File: src/rtl/hdmi_pkg.sv
// hdmi_pkg: shared types and constants for the synthetic HDMI pattern source.
// The optional frame counter is enabled with the HDMI_PATGEN_FRAME_CNT_EN macro.
package hdmi_pkg;

  typedef enum logic [1:0] {
    PAT_RAMP    = 2'd0,
    PAT_BARS    = 2'd1,
    PAT_CHECKER = 2'd2,
    PAT_FLAT    = 2'd3
  } pat_mode_t;

  typedef enum logic [1:0] {
    H_SYNC = 2'd0,
    H_BP   = 2'd1,
    H_ACT  = 2'd2,
    H_FP   = 2'd3
  } h_state_t;

  typedef enum logic [1:0] {
    V_SYNC = 2'd0,
    V_BP   = 2'd1,
    V_ACT  = 2'd2,
    V_FP   = 2'd3
  } v_state_t;

  typedef struct packed {
    logic [7:0] y;
    logic [7:0] cb;
    logic [7:0] cr;
  } ycc_t;

  // Width of the horizontal/vertical position counters.
  localparam int CNT_W = 16;

  // Default raster timing.
  localparam int DEF_N                   = 2;
  localparam int DEF_X_RES               = 2160;
  localparam int DEF_Y_RES               = 1200;
  localparam int DEF_H_SYNC_CYC          = 20;
  localparam int DEF_H_BACK_PORCH_CYC    = 46;
  localparam int DEF_H_FRONT_PORCH_CYC   = 40;
  localparam int DEF_V_SYNC_LINES        = 2;
  localparam int DEF_V_BACK_PORCH_LINES  = 234;
  localparam int DEF_V_FRONT_PORCH_LINES = 28;

  // Colour bars, index k = bar number: y = 127-32k, cb = 32k-128, cr = +/-100.
  localparam logic signed [7:0] BAR_Y [0:7] = '{
    8'sh7F, 8'sh5F, 8'sh3F, 8'sh1F, 8'shFF, 8'shDF, 8'shBF, 8'sh9F
  };
  localparam logic signed [7:0] BAR_CB [0:7] = '{
    8'sh80, 8'shA0, 8'shC0, 8'shE0, 8'sh00, 8'sh20, 8'sh40, 8'sh60
  };
  localparam logic signed [7:0] BAR_CR [0:7] = '{
    8'sh9C, 8'sh64, 8'sh9C, 8'sh64, 8'sh9C, 8'sh64, 8'sh9C, 8'sh64
  };

  // Luma amplitude of the checkerboard squares.
  localparam logic signed [7:0] CHECK_AMP = 8'sd100;

endpackage

File: src/rtl/hdmi_timing_gen.sv
// hdmi_timing_gen: horizontal/vertical raster FSMs, registered sync/valid,
// active-region col/row and a frame_start strobe (first cycle of V_SYNC line 0).
// With HDMI_PATGEN_FRAME_CNT_EN defined it also keeps a 16-bit frame counter.
module hdmi_timing_gen
  import hdmi_pkg::*;
#(
  parameter int N                   = DEF_N,
  parameter int X_RES               = DEF_X_RES,
  parameter int Y_RES               = DEF_Y_RES,
  parameter int H_SYNC_CYC          = DEF_H_SYNC_CYC,
  parameter int H_BACK_PORCH_CYC    = DEF_H_BACK_PORCH_CYC,
  parameter int H_FRONT_PORCH_CYC   = DEF_H_FRONT_PORCH_CYC,
  parameter int V_SYNC_LINES        = DEF_V_SYNC_LINES,
  parameter int V_BACK_PORCH_LINES  = DEF_V_BACK_PORCH_LINES,
  parameter int V_FRONT_PORCH_LINES = DEF_V_FRONT_PORCH_LINES
) (
  input  logic             clk,
  input  logic             rst,
  input  logic             en,
  output logic             h_sync,
  output logic             v_sync,
  output logic             data_valid,
  output logic [CNT_W-1:0] col,
  output logic [7:0]       row,
  output logic             active,
  output logic             frame_start
`ifdef HDMI_PATGEN_FRAME_CNT_EN
  ,
  output logic [15:0]      frame_cnt
`endif
);

  localparam int COLS = X_RES / N;

  h_state_t         h_state;
  v_state_t         v_state;
  logic [CNT_W-1:0] h_cnt;
  logic [CNT_W-1:0] v_cnt;
  logic [CNT_W-1:0] h_len;
  logic [CNT_W-1:0] v_len;
  logic             h_last;
  logic             v_last;

  // Length of the current horizontal state in clocks and vertical state in lines.
  always_comb begin
    h_len = CNT_W'(H_SYNC_CYC);
    v_len = CNT_W'(V_SYNC_LINES);
    case (h_state)
      H_SYNC:  h_len = CNT_W'(H_SYNC_CYC);
      H_BP:    h_len = CNT_W'(H_BACK_PORCH_CYC);
      H_ACT:   h_len = CNT_W'(COLS);
      H_FP:    h_len = CNT_W'(H_FRONT_PORCH_CYC);
      default: h_len = CNT_W'(H_SYNC_CYC);
    endcase
    case (v_state)
      V_SYNC:  v_len = CNT_W'(V_SYNC_LINES);
      V_BP:    v_len = CNT_W'(V_BACK_PORCH_LINES);
      V_ACT:   v_len = CNT_W'(Y_RES);
      V_FP:    v_len = CNT_W'(V_FRONT_PORCH_LINES);
      default: v_len = CNT_W'(V_SYNC_LINES);
    endcase
  end

  assign h_last      = (h_cnt == (h_len - 16'd1));
  assign v_last      = (v_cnt == (v_len - 16'd1));
  assign active      = (h_state == H_ACT) && (v_state == V_ACT);
  assign frame_start = (h_state == H_SYNC) && (h_cnt == 16'd0) &&
                       (v_state == V_SYNC) && (v_cnt == 16'd0);
  // Within the active window the state counters are the pixel position.
  assign col = (h_state == H_ACT) ? h_cnt : 16'd0;
  assign row = (v_state == V_ACT) ? v_cnt[7:0] : 8'd0;

  // Step the raster one clock and register sync/valid from the pre-step position.
  always_ff @(posedge clk) begin
    if (rst) begin
      h_state    <= H_SYNC;
      v_state    <= V_SYNC;
      h_cnt      <= 16'd0;
      v_cnt      <= 16'd0;
      h_sync     <= 1'b0;
      v_sync     <= 1'b0;
      data_valid <= 1'b0;
`ifdef HDMI_PATGEN_FRAME_CNT_EN
      frame_cnt  <= 16'd0;
`endif
    end else if (en) begin
      h_sync     <= (h_state == H_SYNC);
      v_sync     <= (v_state == V_SYNC);
      data_valid <= active;
      if (h_last) begin
        h_cnt <= 16'd0;
        case (h_state)
          H_SYNC:  h_state <= H_BP;
          H_BP:    h_state <= H_ACT;
          H_ACT:   h_state <= H_FP;
          H_FP:    h_state <= H_SYNC;
          default: h_state <= H_SYNC;
        endcase
        // The vertical FSM moves only at the very end of a line.
        if (h_state == H_FP) begin
          if (v_last) begin
            v_cnt <= 16'd0;
            case (v_state)
              V_SYNC:  v_state <= V_BP;
              V_BP:    v_state <= V_ACT;
              V_ACT:   v_state <= V_FP;
              V_FP: begin
                v_state <= V_SYNC;
`ifdef HDMI_PATGEN_FRAME_CNT_EN
                frame_cnt <= frame_cnt + 16'd1;
`endif
              end
              default: v_state <= V_SYNC;
            endcase
          end else begin
            v_cnt <= v_cnt + 16'd1;
          end
        end
      end else begin
        h_cnt <= h_cnt + 16'd1;
      end
    end
  end

endmodule

File: src/rtl/hdmi_pattern_gen.sv
// hdmi_pattern_gen: synthetic HDMI source producing raster timing and signed
// level-shifted YCbCr test patterns, N pixels per clock.
// Optional macro HDMI_PATGEN_FRAME_CNT_EN adds a frame_cnt output and makes the
// RAMP pattern scroll by one step per frame.
module hdmi_pattern_gen
  import hdmi_pkg::*;
#(
  parameter int N                   = DEF_N,
  parameter int X_RES               = DEF_X_RES,
  parameter int Y_RES               = DEF_Y_RES,
  parameter int H_SYNC_CYC          = DEF_H_SYNC_CYC,
  parameter int H_BACK_PORCH_CYC    = DEF_H_BACK_PORCH_CYC,
  parameter int H_FRONT_PORCH_CYC   = DEF_H_FRONT_PORCH_CYC,
  parameter int V_SYNC_LINES        = DEF_V_SYNC_LINES,
  parameter int V_BACK_PORCH_LINES  = DEF_V_BACK_PORCH_LINES,
  parameter int V_FRONT_PORCH_LINES = DEF_V_FRONT_PORCH_LINES
) (
  input  logic           clk,
  input  logic           rst,
  input  logic           en,
  input  logic [1:0]     pat_mode,
  output logic           hdmi_v_sync,
  output logic           hdmi_h_sync,
  output logic           hdmi_data_valid,
  output logic [8*N-1:0] hdmi_data_y,
  output logic [8*N-1:0] hdmi_data_cb,
  output logic [8*N-1:0] hdmi_data_cr
`ifdef HDMI_PATGEN_FRAME_CNT_EN
  ,
  output logic [15:0]    frame_cnt
`endif
);

  // Bar width in pixels; always a whole number of columns.
  localparam int BAR_W = X_RES / 8;

  logic [CNT_W-1:0] col;
  logic [7:0]       row;
  logic             active;
  logic             frame_start;
  pat_mode_t        mode_q;
  logic [7:0]       off;
  logic [8*N-1:0]   y_nxt;
  logic [8*N-1:0]   cb_nxt;
  logic [8*N-1:0]   cr_nxt;
  ycc_t             px;

  hdmi_timing_gen #(
    .N                   (N),
    .X_RES               (X_RES),
    .Y_RES               (Y_RES),
    .H_SYNC_CYC          (H_SYNC_CYC),
    .H_BACK_PORCH_CYC    (H_BACK_PORCH_CYC),
    .H_FRONT_PORCH_CYC   (H_FRONT_PORCH_CYC),
    .V_SYNC_LINES        (V_SYNC_LINES),
    .V_BACK_PORCH_LINES  (V_BACK_PORCH_LINES),
    .V_FRONT_PORCH_LINES (V_FRONT_PORCH_LINES)
  ) u_timing (
    .clk         (clk),
    .rst         (rst),
    .en          (en),
    .h_sync      (hdmi_h_sync),
    .v_sync      (hdmi_v_sync),
    .data_valid  (hdmi_data_valid),
    .col         (col),
    .row         (row),
    .active      (active),
    .frame_start (frame_start)
`ifdef HDMI_PATGEN_FRAME_CNT_EN
    ,
    .frame_cnt   (frame_cnt)
`endif
  );

`ifdef HDMI_PATGEN_FRAME_CNT_EN
  assign off = frame_cnt[7:0];
`else
  assign off = 8'd0;
`endif

  // Pixel value for pixel x on active row r; all arithmetic wraps at 8 bits.
  function automatic ycc_t pix(input pat_mode_t m, input logic [CNT_W-1:0] x,
                               input logic [7:0] r, input logic [7:0] o);
    ycc_t       p;
    logic [2:0] k;
    k = 3'(x / CNT_W'(BAR_W));
    p = ycc_t'(24'd0);
    case (m)
      PAT_RAMP: begin
        p.y  = x[7:0] + o;
        p.cb = r;
        p.cr = x[7:0] + r + o;
      end
      PAT_BARS: begin
        p.y  = BAR_Y[k];
        p.cb = BAR_CB[k];
        p.cr = BAR_CR[k];
      end
      PAT_CHECKER: p.y = (x[3] ^ r[3]) ? (8'd0 - CHECK_AMP) : CHECK_AMP;
      PAT_FLAT:    p   = ycc_t'(24'd0);
      default:     p   = ycc_t'(24'd0);
    endcase
    return p;
  endfunction

  // Hold the pattern for a whole frame: capture it on the frame's first cycle.
  always_ff @(posedge clk) begin
    if (rst) begin
      mode_q <= pat_mode_t'(pat_mode);
    end else if (en && frame_start) begin
      mode_q <= pat_mode_t'(pat_mode);
    end
  end

  // Compute every lane for the current position; zero outside the active window.
  always_comb begin
    y_nxt  = {(8*N){1'b0}};
    cb_nxt = {(8*N){1'b0}};
    cr_nxt = {(8*N){1'b0}};
    px     = ycc_t'(24'd0);
    for (int i = 0; i < N; i++) begin
      px = pix(mode_q, col * CNT_W'(N) + CNT_W'(i), row, off);
      if (active) begin
        y_nxt[8*i +: 8]  = px.y;
        cb_nxt[8*i +: 8] = px.cb;
        cr_nxt[8*i +: 8] = px.cr;
      end else begin
        y_nxt[8*i +: 8]  = 8'd0;
        cb_nxt[8*i +: 8] = 8'd0;
        cr_nxt[8*i +: 8] = 8'd0;
      end
    end
  end

  // Register pixel data alongside the sync/valid registers in the timing block.
  always_ff @(posedge clk) begin
    if (rst) begin
      hdmi_data_y  <= {(8*N){1'b0}};
      hdmi_data_cb <= {(8*N){1'b0}};
      hdmi_data_cr <= {(8*N){1'b0}};
    end else if (en) begin
      hdmi_data_y  <= y_nxt;
      hdmi_data_cb <= cb_nxt;
      hdmi_data_cr <= cr_nxt;
    end
  end

endmodule
File: config.mk
export PLATFORM = sky130hd
export DESIGN_NAME = hdmi_pattern_gen
export DESIGN_NICKNAME = d
export VERILOG_FILES = /design/src/rtl/hdmi_pkg.sv /design/src/rtl/hdmi_timing_gen.sv /design/src/rtl/hdmi_pattern_gen.sv
export SDC_FILE = /design/constraint.sdc
export NUM_CORES = 1
export LEC_CHECK = 0
export BUFFER_PORTS_ARGS = -buffer_cell sky130_fd_sc_hd__buf_2
export CAP_MARGIN = 10
export CORE_UTILIZATION = 66
export DETAILED_ROUTE_END_ITERATION = 8
export PLACE_DENSITY_LB_ADDON = 0.12
export REMOVE_ABC_BUFFERS = 1
export SYNTH_ARGS = -nofsm -noshare
export SYNTH_HDL_FRONTEND = slang
export SYNTH_SLANG_ARGS = --single-unit
File: constraint.sdc
create_clock -name clk -period 9.3 [get_ports clk]
set_input_delay 1.86 -clock clk [delete_from_list [all_inputs] [get_ports clk]]
set_output_delay 1.86 -clock clk [all_outputs]
set_load 0.01 [all_outputs]
; ---- Yosys cells after proc, flatten, opt, wreduce, memory -nomap -nowiden
; Memories as Yosys holds them, arrays and structs flattened.
; Index checks and enable logic that the tools add are counted.
[word_totals]
elab_cells = 91
output_inout_bits = 51
n_memories = 6
input_bits = 5
mem_bits_ro = 384
register_bits = 89
[op_classes]
n_eq_ne = 11
mux = 34
n_reduce_logical = 14
n_lt_le_gt_ge = 2
n_bitwise = 4
n_div = 2
add_sub_neg = 7
[memory_table]
columns = memory, words, word_bits, rd, rd_clocked_by_memory_dff, wr, line_no
row1 = (no name shown), 8, 8, 1, 0, 0, hdmi_pattern_gen.sv:97  ; p.cr = BAR_CR[k];
row2 = (no name shown), 8, 8, 1, 0, 0, hdmi_pattern_gen.sv:96  ; p.cb = BAR_CB[k];
row3 = (no name shown), 8, 8, 1, 0, 0, hdmi_pattern_gen.sv:95  ; p.y = BAR_Y[k];
row4 = (no name shown), 8, 8, 1, 0, 0, hdmi_pattern_gen.sv:97
row5 = (no name shown), 8, 8, 1, 0, 0, hdmi_pattern_gen.sv:96
row6 = (no name shown), 8, 8, 1, 0, 0, hdmi_pattern_gen.sv:95
[ops]
columns = operator, count
row1 = 8-bit two-way mux, 21
row2 = 16-bit case mux with 4 select lines, 2
row3 = 16-bit case mux with 2 select lines, 2
row4 = 8-bit case mux with 4 select lines, 2
row5 = 16-bit by 1-bit adder with 16-bit output (second input constant), 3
row6 = 16-bit by 9-bit divider with 16-bit output (second input constant), 2
row7 = 16-bit == test, 2
row8 = 16-bit zero test, 2
row9 = 16-bit two-way mux, 2
row10 = 16-bit by 1-bit subtractor with 16-bit output (second input constant), 2
row11 = 8-bit adder, 2
row12 = 2-bit case mux with 4 select lines, 2
row13 = 15-bit two-way mux, 1
row14 = 2-bit == test (second input constant), 6
row15 = 4-bit >= comparator (second input constant), 2
row16 = 3-bit NOT with 4-bit output, 2
row17 = 2-bit by 1-bit == test with 1-bit output (second input constant), 3
row18 = 2-bit zero test, 3
row19 = 1-bit logical AND, 5
row20 = 2-bit two-way mux, 2
row21 = 4-bit AND reduction, 1
row22 = 3-bit AND reduction, 1
row23 = 2-bit AND reduction, 1
row24 = 2-bit nonzero test, 1
row25 = 1-bit XOR, 2

; ---- Depth between registers and ports, before layout
; Gate-level depths: netlist (run 1).
[logic_depth]
word_depth = 10
depth_mapped = 27
ltp_nobuf = 23

; ---- Modules after synthesis
; A second synthesis (run 1) with hierarchy kept.
[unflattened]
cells_unflattened = 827
hier_area_um2 = 6492.5
[modules_own_cells]
columns = module, seq_area_each_um2, instances, area_each_um2, cells_per_inst
row1 = hdmi_pattern_gen, 820.8, 1, 4028.9, 527
row2 = hdmi_timing_gen, 780.7, 1, 2463.6, 300

; ---- Least setup slack after synthesis (run 1)
; OpenSTA, ideal clock, no wires.
[synth_timing]
path_kind = reg-to-reg
startpoint = register u_timing.h_state[0]
endpoint = register hdmi_data_cb[13]
t_arrival_ps = 5916
path_stages_with_launch = 26
synth_period_minus_slack_ps = 6053
setup_time_ps = 137
required_ps = 9163
path_buffers = 2
setup_slack_ps = 3247
cell_sequence = dfxtp_1 > inv_1 > ha_1 > ha_1 > or2_1 > buf_2 > a2111oi_2 > nor4_2 > or4_4 > a22oi_4 > nand4_4 > and3_1 > nor2_2 > o221ai_2 > maj3_2 > a21o_2 > a21oi_2 > o211a_2 > o31a_1 > o31ai_1 > a221o_1 > and3_1 > o32ai_1 > or3_1 > buf_2 > a211oi_2
[synth_via]
elab_chain_len = 10
elab_cells_between_ends = 11
classes_between = 1 x add/sub / 1 x div / 1 x eq/ne / 5 x mux / 1 x bitwise / 1 x reduce/logical / 1 x memory
[synth_lines]
columns = element, line_no
row1 = start: declaration, hdmi_timing_gen.sv:35  ; h_state_t h_state;
row2 = start signal: assignment, hdmi_timing_gen.sv:76  ; h_state <= H_SYNC;
row3 = start signal: assignment, hdmi_timing_gen.sv:93  ; H_SYNC: h_state <= H_BP;
row4 = start signal: assignment, hdmi_timing_gen.sv:94  ; H_BP: h_state <= H_ACT;
row5 = 2-bit == test (*), "hdmi_timing_gen.sv:66, hdmi_timing_gen.sv:70"
row6 = 15-bit two-way mux, hdmi_timing_gen.sv:70  ; assign col = (h_state == H_ACT) ? h_cnt : 16'd0;
row7 = 16-bit by 1-bit adder with 16-bit output, hdmi_pattern_gen.sv:122  ; px = pix(mode_q, col * CNT_W'(N) + CNT_W'(i), row, off);
row8 = 16-bit by 9-bit divider with 16-bit output, hdmi_pattern_gen.sv:86  ; k = 3'(x / CNT_W'(BAR_W));
row9 = 3-bit NOT with 4-bit output (implied by the code), hdmi_pattern_gen.sv:96
row10 = memory read 8 x 8 bit, -
row11 = 8-bit two-way mux (implied by the code) (2 in series), hdmi_pattern_gen.sv:96
row12 = 16-bit case mux with 2 select lines, hdmi_pattern_gen.sv:88  ; case (m)
row13 = 8-bit two-way mux (*), hdmi_pattern_gen.sv:123  ; if (active) begin
row14 = end signal: assignment, hdmi_pattern_gen.sv:139  ; hdmi_data_cb <= {(8*N){1'b0}};
row15 = end signal: assignment, hdmi_pattern_gen.sv:143  ; hdmi_data_cb <= cb_nxt;
row16 = end: declaration, hdmi_pattern_gen.sv:26  ; output logic [8*N-1:0] hdmi_data_cb,
; Mark *: on every way between the ends. The rest lies on a longest branch, timed or not. The select of a mux whose other input is x is not followed.
; A chain may end at the register's enable or synchronous reset.

; ---- Worst setup path in the final report (run 1)
[layout_timing]
startpoint = register u_timing.h_state[0]
endpoint = register hdmi_data_y[5]
[layout_via]
elab_chain_len = 9
elab_cells_between_ends = 12
classes_between = 1 x div / 1 x eq/ne / 6 x mux / 2 x bitwise / 1 x reduce/logical / 1 x memory
[layout_lines]
columns = element, line_no
row1 = 2-bit == test (*), "hdmi_timing_gen.sv:66, hdmi_timing_gen.sv:70"
row2 = 15-bit two-way mux, hdmi_timing_gen.sv:70
row3 = 16-bit by 9-bit divider with 16-bit output, hdmi_pattern_gen.sv:86
row4 = 3-bit NOT with 4-bit output (implied by the code), hdmi_pattern_gen.sv:95
row5 = memory read 8 x 8 bit, -
row6 = 8-bit two-way mux (implied by the code) (2 in series), hdmi_pattern_gen.sv:95
row7 = 8-bit case mux with 4 select lines, hdmi_pattern_gen.sv:88
row8 = 8-bit two-way mux (*), hdmi_pattern_gen.sv:123
row9 = end signal: assignment, hdmi_pattern_gen.sv:138  ; hdmi_data_y <= {(8*N){1'b0}};
row10 = end signal: assignment, hdmi_pattern_gen.sv:142  ; hdmi_data_y <= y_nxt;
row11 = end: declaration, hdmi_pattern_gen.sv:25  ; output logic [8*N-1:0] hdmi_data_y,
; Marked as above.

==> results of run 1 <==
==> flip-flops by register name, summed over array words and instances (netlist names), 2 cells and up <==
signal and count:
hdmi_data_cb 11, u_timing.v_cnt 16, u_timing.h_state 2, hdmi_data_cr 15, mode_q 2, u_timing.h_cnt 16
hdmi_data_y 12, u_timing.v_state 2
==> routing by layer <==
| layer | vias to the layer above | track usage (%) | routed length [um] |
|---|---|---|---|
| met4 | 0 | 10.7 | 299 |
| met1 | 2902 | 44.4 | 7050 |
| met5 | - | 0 | 0 |
| li1 | 2954 | - | - |
| met2 | 265 | 55.2 | 7630 |
| met3 | 41 | 6.47 | 1170 |
==> cells in the final DEF, fill, tap and decap left out, types with 19 or more instances in the layout <==
master,instances
a21oi_1,57
buf_2,55
dfxtp_1,77
ha_1,21
inv_1,19
nand2_1,81
nand3_1,26
nor2_1,84
nor3_1,21
o21ai_0,26
xnor2_1,32
xor2_1,26
==> worst min-delay path: cells and delay by family, from the launching register on <==
family | cells | cell delay, ns
flops | 1 | 0.32
simple gates | 1 | 0.06
compound gates | 1 | 0.05
==> synth_stat cells, types with 4 or more instances <==
cell type	instances	share of area, %
nor2_1	84	5.0
nand2_1	81	4.8
dfxtp_1	77	25
a21oi_1	57	4.5
clkbuf_1	34	2.0
xnor2_1	32	4.5
nand3_1	26	2.1
o21ai_0	26	2.1
xor2_1	26	3.6
ha_1	21	4.2
nor3_1	21	1.7
inv_1	19	1.1
and3_1	15	1.5
a22oi_1	14	1.7
buf_2	13	1.0
o21ai_1	13	1.0
a31oi_1	12	1.2
and2_1	11	1.1
mux2i_1	11	1.8
nor2b_1	11	1.1
buf_4	10	1.2
nor4_1	9	0.90
o211ai_1	9	1.1
or3_1	9	0.90
nand4_1	8	0.80
a21boi_0	7	0.84
nand2b_1	7	0.70
a211o_1	6	0.84
a211oi_1	4	0.48
a211oi_2	4	0.80
a21oi_2	4	0.56
a221o_1	4	0.64
and4_1	4	0.56
maj3_1	4	0.64
nor2_2	4	0.40
o2111ai_1	4	0.56
o21a_1	4	0.48
o21bai_1	4	0.48
o221ai_1	4	0.56
o31ai_1	4	0.48
==> area by class of cell <==
class / count / area (um^2) / share of cell area (%)
clock buffers: 13 / 170 / 2.56
clock inverters: 3 / 23.8 / 0.358
inverters: 20 / 75.1 / 1.13
multi-input cells: 648 / 4310 / 64.9
flip-flops and latches: 79 / 1600 / 24.1
well taps: 129 / 161 / 2.43
repair buffers: 58 / 298 / 4.48
==> power by group through the flow <==
stage               Clock, mW  Sequential, mW  Combinational (mW)
global placement            0           0.352              0.0262
floorplan                   0           0.352              0.0153
global route            0.266           0.345              0.0303
finish                  0.250           0.344              0.0274
CTS                     0.252           0.344              0.0268
detailed placement          0           0.352              0.0264
==> logic make-up after synthesis <==
| family | Yosys count | synth area share (%) |
|---|---|---|
| xor+xnor | 59 | 8.35 |
| buf+inv | 81 | 5.82 |
| mux | 12 | 1.93 |
| fa+ha+maj | 28 | 5.64 |
| compound gates | 231 | 26.9 |
| simple gates | 318 | 25.9 |
| flops | 79 | 25.5 |
==> stage by stage <==
| stage | hold WS, ns | util, % |
|---|---|---|
| after floorplan | 0.458 | - |
| after global placement | 0.449 | 69.8 |
| after detailed placement | 0.455 | 69.8 |
| after CTS | 0.466 | 71.9 |
| after global routing | 0.486 | 71.9 |
| final | 0.466 | 71.9 |
==> final timing paths <==
path / from / slack (ns) / endpoint
max: u_timing.h_state[0]$_SDFFE_PP0P_ / 1.47 / hdmi_data_y[5]$_SDFFE_PP0P_
min: hdmi_data_cb[14]$_SDFFE_PP0P_ / 0.47 / hdmi_data_cb[14]$_SDFFE_PP0P_
max reg2reg: u_timing.h_state[0]$_SDFFE_PP0P_ / 1.47 / hdmi_data_y[5]$_SDFFE_PP0P_
min reg2reg: hdmi_data_cb[14]$_SDFFE_PP0P_ / 0.47 / hdmi_data_cb[14]$_SDFFE_PP0P_
==> flow_metrics.py, run 1 <==
metrics = {
    "run_status": {
        "outcome": "finished, final reports clean",
    },
    "routing": {
        "num_vias": 6162,
        "dr.pass1.iters": 6,
        "via_per_inst": 6.49,
        "wirelength_um": 16100,
        "drcViolationCount": 0,
        "ant_nets": 0,
        "drt_iter0_drc": 456,
        "wl_per_cell_um": 17.0,
    },
    "sta": {
        "setup-violations-final": 0,
        "fmax_mhz": 128,
        "final_hold_viol_count": 0,
        "relSlewSlack_pct": 34.2,
        "report.final.slew_viol_count": 0,
        "fin_tns_setup_ns": 0,
        "period_share_pct": 84.2,
        "min_period_ns": 7.83,
        "final.setup.worst_slack_ns": 1.47,
        "worst_pin_slew_ns": 0.974,
        "grt_setup_unrepaired": "false",
        "finalClockSkew_ns": 0.00792,
    },
    "floorplanning": {
        "die_area_um2": 9910,
        "floorplan.initialDensity_pct": 68.0,
        "rows": 35,
        "die_x_um": 99.6,
        "core_area_um2": 9240,
        "ioPinCount": 56,
        "die_h_um": 99.6,
    },
    "clock_tree": {
        "ctsResizeCount": 0,
        "clk_latency_ns": 0.36,
        "htreeDepth": 3,
        "cts.sinks": 79,
        "cts_buffers": 9,
        "cts_tree": "built",
        "clkSlewWorstSetupHoldPaths_ns": 0.08,
        "cts_root_buffer": "clkbuf_8",
        "post_cts_hold_buffer_count": 0,
        "clk_path_buf_depth": 2,
        "postCtsSetupBuffers": 0,
    },
    "final_layout": {
        "synthToLayoutAreaGrowth_pct": 5.78,
        "drive_gt1_share_pct": 14.5,
        "finalNetCount": 844,
        "n_antenna_cell": 0,
        "fillers": 737,
        "fin_area_um2": 6640,
        "finalNonFillerCells": 950,
    },
    "critical_path": {
        "critical-path-top-delay-family": "compound AO/OA/AOI/OAI gates",
        "worstPathCellList": "inv_1, ha_1, ha_1, or2_1, a2111oi_2, nor4_2, o21ai_1, o32ai_1, nor2_1, and3_1, o21ai_1, a31oi_1, nor4b_4, nor2_1, o21ai_0, nand3b_1, o31ai_2, nand3_1, and4_1, nor3_2, o32ai_1, a2111oi_0, o21ai_1",
        "crit_path_start_kind": "flip-flop",
        "end_kind": "flip-flop",
        "path_max_fanout": 28,
        "crit_buf_inv": 1,
        "critPathMaxStageDelay_ns": 0.74,
        "crit_cells": 23,
        "reg2reg_depth": 23,
        "worstPathArrival_ns": 8.05,
        "crit_path_frequent_cell": "o21ai_1",
        "critPathKind": "reg2reg",
        "required_ns": 9.52,
        "worst_path_max_delay_cell": "ha_1",
    },
    "pwr": {
        "p_leak_nw": 2.66,
        "p_per_area_nw_per_um2": 93.5,
        "p_int_mw": 0.472,
        "combPwrFrac_pct": 4.4,
        "p_total_mw": 0.621,
        "power_switching_share_pct": 24.1,
        "share_seq_of_total_power_pct": 55.4,
        "pwr-share-clk_pct": 40.2,
        "switchingPower_mw": 0.150,
        "peakVddDrop_mv": 0.109,
    },
    "synthesis": {
        "syn_avg_cell_area_um2": 7.77,
        "syn_area_um2": 6280,
        "ys_seq_area_share_pct": 25.5,
        "synth_edf_count": 2,
        "ys_ff_latch": 79,
        "synthFlopType": "dfxtp_1",
        "synthDistinctLibCells": 98,
        "syn-instance-count": 808,
        "ys_warn_count": 0,
        "async_reset_ff_share_pct": 0,
    },
    "placement": {
        "dp_slack_ns": 1.77,
        "gp_congestion": 0.993,
        "dp_hpwl_um": 12000,
        "port_buffers": 55,
        "placed_cells": 934,
        "placed_cell_area_um2": 6450,
    },
    "grt": {
        "grt_usage_pct": 33.6,
        "grt_pass1_vias": 5624,
        "grt_overflow": 0,
        "antenna_found_initial": 0,
        "grt_pass1_wl_um": 26900,
        "grt_max_degree": 45,
    },
    "worst_hold_path": {
        "hp-class": "reg2reg",
        "hold_depth": 2,
    },
    "job": {
        "drv_cap": 0,
    },
}
(Power assumes the default switching activity.)
==> run 2, diff against run 1 <==
- ABC_AREA: unset -> 1
- CORE_UTILIZATION: 66 -> 55
- clock period: 9.3 -> 7.16 ns (I/O delays scaled with it)
==> run 2 against run 1 <==
Net effect: critical path type unchanged; area after synthesis decreased by 0.50%; cell count grew 20%; core utilization down 9.6 points; die area grew 19%; sequential power rose by 30%; critical path depth rose by 25; hold slack worse by 0.0062 ns; combinational power is 34% higher; wire length down 11%.
==> flow_metrics.py, run 2 <==
metrics = {
    "synthesis": {
        "synthFlopType": "dfxtp_1",
        "async_reset_ff_share_pct": 0,
        "ys_ff_latch": 79,
        "syn_avg_cell_area_um2": 6.48,
        "ys_seq_area_share_pct": 25.6,
        "ys_top_cells_by_area": "dfxtp_1 (25%), nand2_1 (17%), inv_1 (5.8%)",
        "synth_top_area_share_pct": 24.7,
        "post-synth-top-count-cell": "nand2_1",
        "synthTopCellsByCount": "nand2_1 (282), inv_1 (97), dfxtp_1 (77), nor2_1 (71), a21oi_1 (68)",
        "yosys.area.top_type": "dfxtp_1",
        "ys_warn_count": 0,
        "syn-instance-count": 965,
        "syn_area_um2": 6250,
        "synth_edf_count": 2,
        "synthDistinctLibCells": 49,
    },
    "clock_tree": {
        "postCtsSetupBuffers": 0,
        "htreeDepth": 3,
        "clk_path_buf_depth": 2,
        "cts.sinks": 79,
        "ctsResizeCount": 0,
        "post_cts_hold_buffer_count": 0,
        "cts_root_buffer": "clkbuf_16",
        "cts_tree": "built",
        "clkSlewWorstSetupHoldPaths_ns": 0.06,
        "clk_latency_ns": 0.35,
        "cts_buffers": 9,
    },
    "sta": {
        "relSlewSlack_pct": 49.3,
        "grt_setup_unrepaired": "false",
        "fmax_mhz": 165,
        "fin_tns_setup_ns": 0,
        "finalClockSkew_ns": 0.0103,
        "final.setup.worst_slack_ns": 1.11,
        "min_period_ns": 6.05,
        "fin_hold_ws_ns": 0.460,
        "worst_pin_slew_ns": 0.759,
        "final_hold_viol_count": 0,
        "setup-violations-final": 0,
        "report.final.slew_viol_count": 0,
        "period_share_pct": 84.5,
    },
    "run_status": {
        "outcome": "finished, final reports clean",
    },
    "grt": {
        "grt_max_degree": 52,
        "grt_overflow": 0,
        "antenna_found_initial": 0,
        "grt_pass1_wl_um": 24800,
        "grt_usage_pct": 26.1,
        "grt_pass1_vias": 5382,
    },
    "placement": {
        "dp_hpwl_um": 11000,
        "gp_congestion": 0.902,
        "placed_cells": 1126,
        "dp_slack_ns": 1.12,
        "placed_cell_area_um2": 6520,
        "port_buffers": 55,
    },
    "job": {
        "drv_cap": 0,
    },
    "routing": {
        "dr.pass1.iters": 8,
        "drt_iter0_drc": 286,
        "ant_nets": 0,
        "drcViolationCount": 0,
        "via_per_inst": 5.26,
        "wirelength_um": 14400,
        "wl_per_cell_um": 12.6,
        "num_vias": 6004,
    },
    "final_layout": {
        "layout_common_cells": "nand2_1 (282), inv_1 (97), dfxtp_1 (77)",
        "synthToLayoutAreaGrowth_pct": 9.03,
        "finalNetCount": 1025,
        "n_antenna_cell": 0,
        "fillers": 1080,
        "layout_commonest_cell": "nand2_1",
        "finalNonFillerCells": 1142,
        "drive_gt1_share_pct": 17.2,
        "reg.largest.list": "u_timing.h_cnt x16, u_timing.v_cnt x16, hdmi_data_cr x15",
        "final_core_util_pct": 62.3,
        "fin_area_um2": 6810,
    },
    "pwr": {
        "p_int_mw": 0.711,
        "p_total_mw": 0.931,
        "share_seq_of_total_power_pct": 48.0,
        "p_per_area_nw_per_um2": 137,
        "combPwrFrac_pct": 3.9,
        "power_switching_share_pct": 23.6,
        "pwr-share-clk_pct": 48.1,
        "p_leak_nw": 3.58,
        "peakVddDrop_mv": 0.141,
        "switchingPower_mw": 0.220,
    },
    "floorplanning": {
        "die_area_um2": 11800,
        "ioPinCount": 56,
        "rows": 38,
        "die_x_um": 109,
        "floorplan.initialDensity_pct": 57.2,
        "core_area_um2": 10900,
        "die_h_um": 109,
    },
    "critical_path": {
        "end_kind": "flip-flop",
        "crit_path_start_kind": "flip-flop",
        "critPathKind": "reg2reg",
        "reg2reg_depth": 48,
        "critPathMaxStageDelay_ns": 0.62,
        "crit_path_end": "hdmi_data_cb[5]$_SDFFE_PP0P_",
        "required_ns": 7.36,
        "r2r-end": "hdmi_data_cb[5]$_SDFFE_PP0P_",
        "worstPathArrival_ns": 6.25,
        "r2r_start": "u_timing.h_state[0]$_SDFFE_PP0P_",
        "crit_path_frequent_cell": "nand2_1",
        "reg2reg_slack_ns": 1.11,
        "path_max_fanout": 19,
        "worst_path_max_delay_cell": "ha_1",
        "crit_start": "u_timing.h_state[0]$_SDFFE_PP0P_",
    },
    "worst_hold_path": {
        "hp-class": "reg2reg",
    },
}
## run 2: cell count changes after synthesis, moves of 20 or more
cell,previous run,this run
inv_1,19,97
inv_2,0,20
nand2_1,81,282
nand2_2,0,27
nand3_1,26,67
xnor2_1,32,5
## run 2: how the worst min path moves through the flow
stage	depth (start not counted)	endpoint	from	slack, ns
2_1_floorplan	2	u_timing.v_cnt[8]$_SDFFE_PP0P_	u_timing.v_cnt[8]$_SDFFE_PP0P_	0.45
3_3_place_gp	2	hdmi_data_cr[6]$_SDFFE_PP0P_	hdmi_data_cr[6]$_SDFFE_PP0P_	0.45
3_5_place_dp	2	u_timing.v_sync$_SDFFE_PP0P_	u_timing.v_sync$_SDFFE_PP0P_	0.45
4_1_cts	2	hdmi_data_cr[7]$_SDFFE_PP0P_	hdmi_data_cr[7]$_SDFFE_PP0P_	0.46
5_1_grt	2	hdmi_data_y[6]$_SDFFE_PP0P_	hdmi_data_y[6]$_SDFFE_PP0P_	0.48
6_report	2	hdmi_data_cr[6]$_SDFFE_PP0P_	hdmi_data_cr[6]$_SDFFE_PP0P_	0.46
## run 2: kinds of logic after synthesis
kind of cell             Yosys count  synth area share, %
XOR/XNOR                          20                 2.80
AND/OR/NAND/NOR                  551                 43.9
buffers and inverters            155                 10.2
adder cells (fa/ha/maj)           23                 4.84
AO/OA/AOI/OAI                    137                 12.6
flip-flops                        79                 25.6
## run 2: power by group through the flow
stage	logic (mW)	registers, mW	clock network [mW]
2_1_floorplan	0.0208	0.456	0
3_3_place_gp	0.0357	0.457	0
3_5_place_dp	0.0358	0.457	0
4_1_cts	0.0364	0.447	0.456
5_1_grt	0.0413	0.447	0.475
6_report	0.0366	0.447	0.447
## run 2: layer usage
layer / global-route usage [%] / share of wire, %
met4: 6.08 / 1.5
met5: 0 / 0
met1: 36.7 / 51
met3: 4.88 / 3.3
met2: 41.0 / 44
## run 2: worst max-delay path: cells and delay by family (launching register included)
kind | cells | cell delay, ns
adder cells (fa/ha/maj) | 2 | 0.93
AND/OR/NAND/NOR | 41 | 4.00
flip-flops | 1 | 0.36
buffers and inverters | 3 | 0.36
AO/OA/AOI/OAI | 2 | 0.26
## run 2: final cells by class
cell class / count / area, um^2 / share of cell area [%]
well taps: 140 / 175 / 2.57
flip-flops and latches: 79 / 1600 / 23.5
multi-input cells: 731 / 4010 / 58.8
clock buffers: 10 / 250 / 3.67
repair buffers: 57 / 290 / 4.26
inverters: 119 / 447 / 6.56
clock inverters: 6 / 41.3 / 0.606
==> run 3, diff against run 2 <==
- clock period: 7.16 -> 5.1 ns (I/O delays scaled with it)
==> run 3 against run 2 <==
Net effect: the run now ends with setup timing left; wire length grew 21%; sequential share of layout area shrank 3.6 points; critical path depth is the same; critical path type unchanged; final area grew 18%; clock power grew 36%.
==> flow_metrics.py, run 3 (same netlist as run 2, synthesis figures left out) <==
metrics = {
    "clock_tree": {
        "cts.sinks": 79,
        "post_cts_hold_buffer_count": 0,
        "cts_buffers": 9,
        "clkSlewWorstSetupHoldPaths_ns": 0.06,
        "clk_path_buf_depth": 2,
        "cts_root_buffer": "clkbuf_16",
        "cts_tree": "built",
        "htreeDepth": 3,
        "clk_latency_ns": 0.34,
    },
    "sta": {
        "final_hold_viol_count": 0,
        "final.setup.worst_slack_ns": -0.329,
        "report.final.slew_viol_count": 0,
        "setup-violations-final": 18,
        "period_share_pct": 106,
        "worst_pin_slew_ns": 0.765,
        "fin_hold_ws_ns": 0.462,
        "fmax_mhz": 184,
        "finalClockSkew_ns": 0.00649,
        "min_period_ns": 5.43,
        "relSlewSlack_pct": 48.9,
        "grt_setup_unrepaired": "true",
    },
    "placement": {
        "port_buffers": 55,
        "placed_cells": 1187,
        "placed_cell_area_um2": 6980,
        "gp_congestion": 0.907,
        "dp_slack_ns": -0.308,
        "dp_hpwl_um": 11700,
    },
    "floorplanning": {
        "rows": 38,
        "die_x_um": 109,
        "ioPinCount": 56,
        "die_area_um2": 11800,
        "floorplan.initialDensity_pct": 57.2,
        "die_h_um": 109,
        "core_area_um2": 10900,
    },
    "pwr": {
        "p_leak_nw": 4.25,
        "p_per_area_nw_per_um2": 160,
        "peakVddDrop_mv": 0.220,
    },
    "critical_path": {
        "path_max_fanout": 8,
        "crit_path_frequent_cell": "nand2_4",
        "end_kind": "flip-flop",
        "r2r-end": "hdmi_data_cr[6]$_SDFFE_PP0P_",
        "reg2reg_depth": 48,
        "worst_path_max_delay_cell": "dfxtp_2",
        "critPathMaxStageDelay_ns": 0.33,
        "critPathKind": "reg2reg",
        "required_ns": 5.36,
        "crit_path_start_kind": "flip-flop",
        "worstPathArrival_ns": 5.69,
        "reg2reg_slack_ns": -0.33,
        "r2r_start": "u_timing.h_state[0]$_SDFFE_PP0P_",
    },
    "worst_hold_path": {
        "hp-class": "reg2reg",
        "hold_depth": 2,
        "hold_path_end": "u_timing.v_sync$_SDFFE_PP0P_",
        "worstHoldStart": "u_timing.v_sync$_SDFFE_PP0P_",
    },
    "routing": {
        "drt_iter0_drc": 381,
        "wl_per_cell_um": 14.2,
        "dr.pass1.iters": 5,
        "wirelength_um": 17400,
        "drcViolationCount": 0,
        "ant_nets": 0,
        "via_per_inst": 5.43,
        "num_vias": 6667,
    },
    "grt": {
        "grt_usage_pct": 28.8,
        "grt_pass1_vias": 6024,
        "grt_overflow": 0,
        "grt_max_degree": 52,
        "grt_pass1_wl_um": 27200,
        "antenna_found_initial": 0,
    },
    "job": {
        "drv_cap": 0,
    },
    "final_layout": {
        "finalNetCount": 1110,
        "layout_common_cells": "nand2_1 (240), inv_1 (93), buf_4 (79)",
        "seq_area_um2": 1600,
        "fillers": 874,
        "drive_gt1_share_pct": 31.4,
        "multi_input_area_um2": 4650,
        "synthToLayoutAreaGrowth_pct": 29.1,
        "finalNonFillerCells": 1227,
        "layout_commonest_cell": "nand2_1",
        "reg.largest.list": "u_timing.h_cnt x16, u_timing.v_cnt x16, hdmi_data_cr x15",
        "n_antenna_cell": 0,
        "fin_area_um2": 8070,
    },
    "run_status": {
        "outcome": "finished with violations",
        "violations": "setup timing",
    },
}
==> run 3: worst max-delay path by stage <==
stage,start,slack [ns],endpoint,depth (start not counted)
floorplan,u_timing.h_state[0]$_SDFFE_PP0P_,-0.08,hdmi_data_cb[13]$_SDFFE_PP0P_,51
global placement,u_timing.h_state[0]$_SDFFE_PP0P_,-0.17,hdmi_data_y[14]$_SDFFE_PP0P_,40
detailed placement,u_timing.h_state[0]$_SDFFE_PP0P_,-0.31,hdmi_data_cb[5]$_SDFFE_PP0P_,45
CTS,u_timing.h_state[0]$_SDFFE_PP0P_,-0.06,hdmi_data_cb[5]$_SDFFE_PP0P_,51
global route,u_timing.h_state[0]$_SDFFE_PP0P_,-0.71,hdmi_data_cr[5]$_SDFFE_PP0P_,46
finish,u_timing.h_state[0]$_SDFFE_PP0P_,-0.33,hdmi_data_cr[6]$_SDFFE_PP0P_,48
==> run 3: timing repair <==
| item | 4_1_cts | 5_1_grt |
|---|---|---|
| cloned | 4 | 1 |
| endpoints found under the setup margin | 18 | 20 |
| setup buffers | 12 | 7 |
| pin swaps | 34 | 44 |
| resized for setup | 78 | 72 |
==> run 3: power breakdown <==
group          internal, mW  switching, mW  leakage, nW
clock                 0.345          0.262        0.143
combinational        0.0146         0.0393         3.47
sequential            0.624        0.00375        0.642
==> run 3: worst max-delay path, delay by kind of cell, from the launching register on <==
kind	cells	cell delay, ns
compound gates	1	0.16
flops	1	0.33
simple gates	42	4.20
fa+ha+maj	1	0.16
buf+inv	4	0.46
==> run 3: final cells by class <==
cell class / count / share of cell area (%)
well taps: 140 / 2.17
repair buffers: 137 / 11.2
clock buffers: 10 / 2.96
inverters: 119 / 5.58
flip-flops and latches: 79 / 19.9
multi-input cells: 736 / 57.7
clock inverters: 6 / 0.527
==> run 3: metrics by stage <==
step / utilization, % / setup TNS (ns) / power, mW
finish: 73.8 / -4.20 / 1.29
global placement: 63.8 / -1.35 / 0.691
global route: 73.8 / -11.19 / 1.33
CTS: 70.5 / -0.311 / 1.29
floorplan: - / -0.497 / 0.670
detailed placement: 63.8 / -3.31 / 0.692
==> run 3: metal layers <==
metal	track usage, %	part of all wire [%]
met1	37.5	43
met5	0	0
met4	8.01	1.8
met3	4.88	5.3
met2	48.6	49
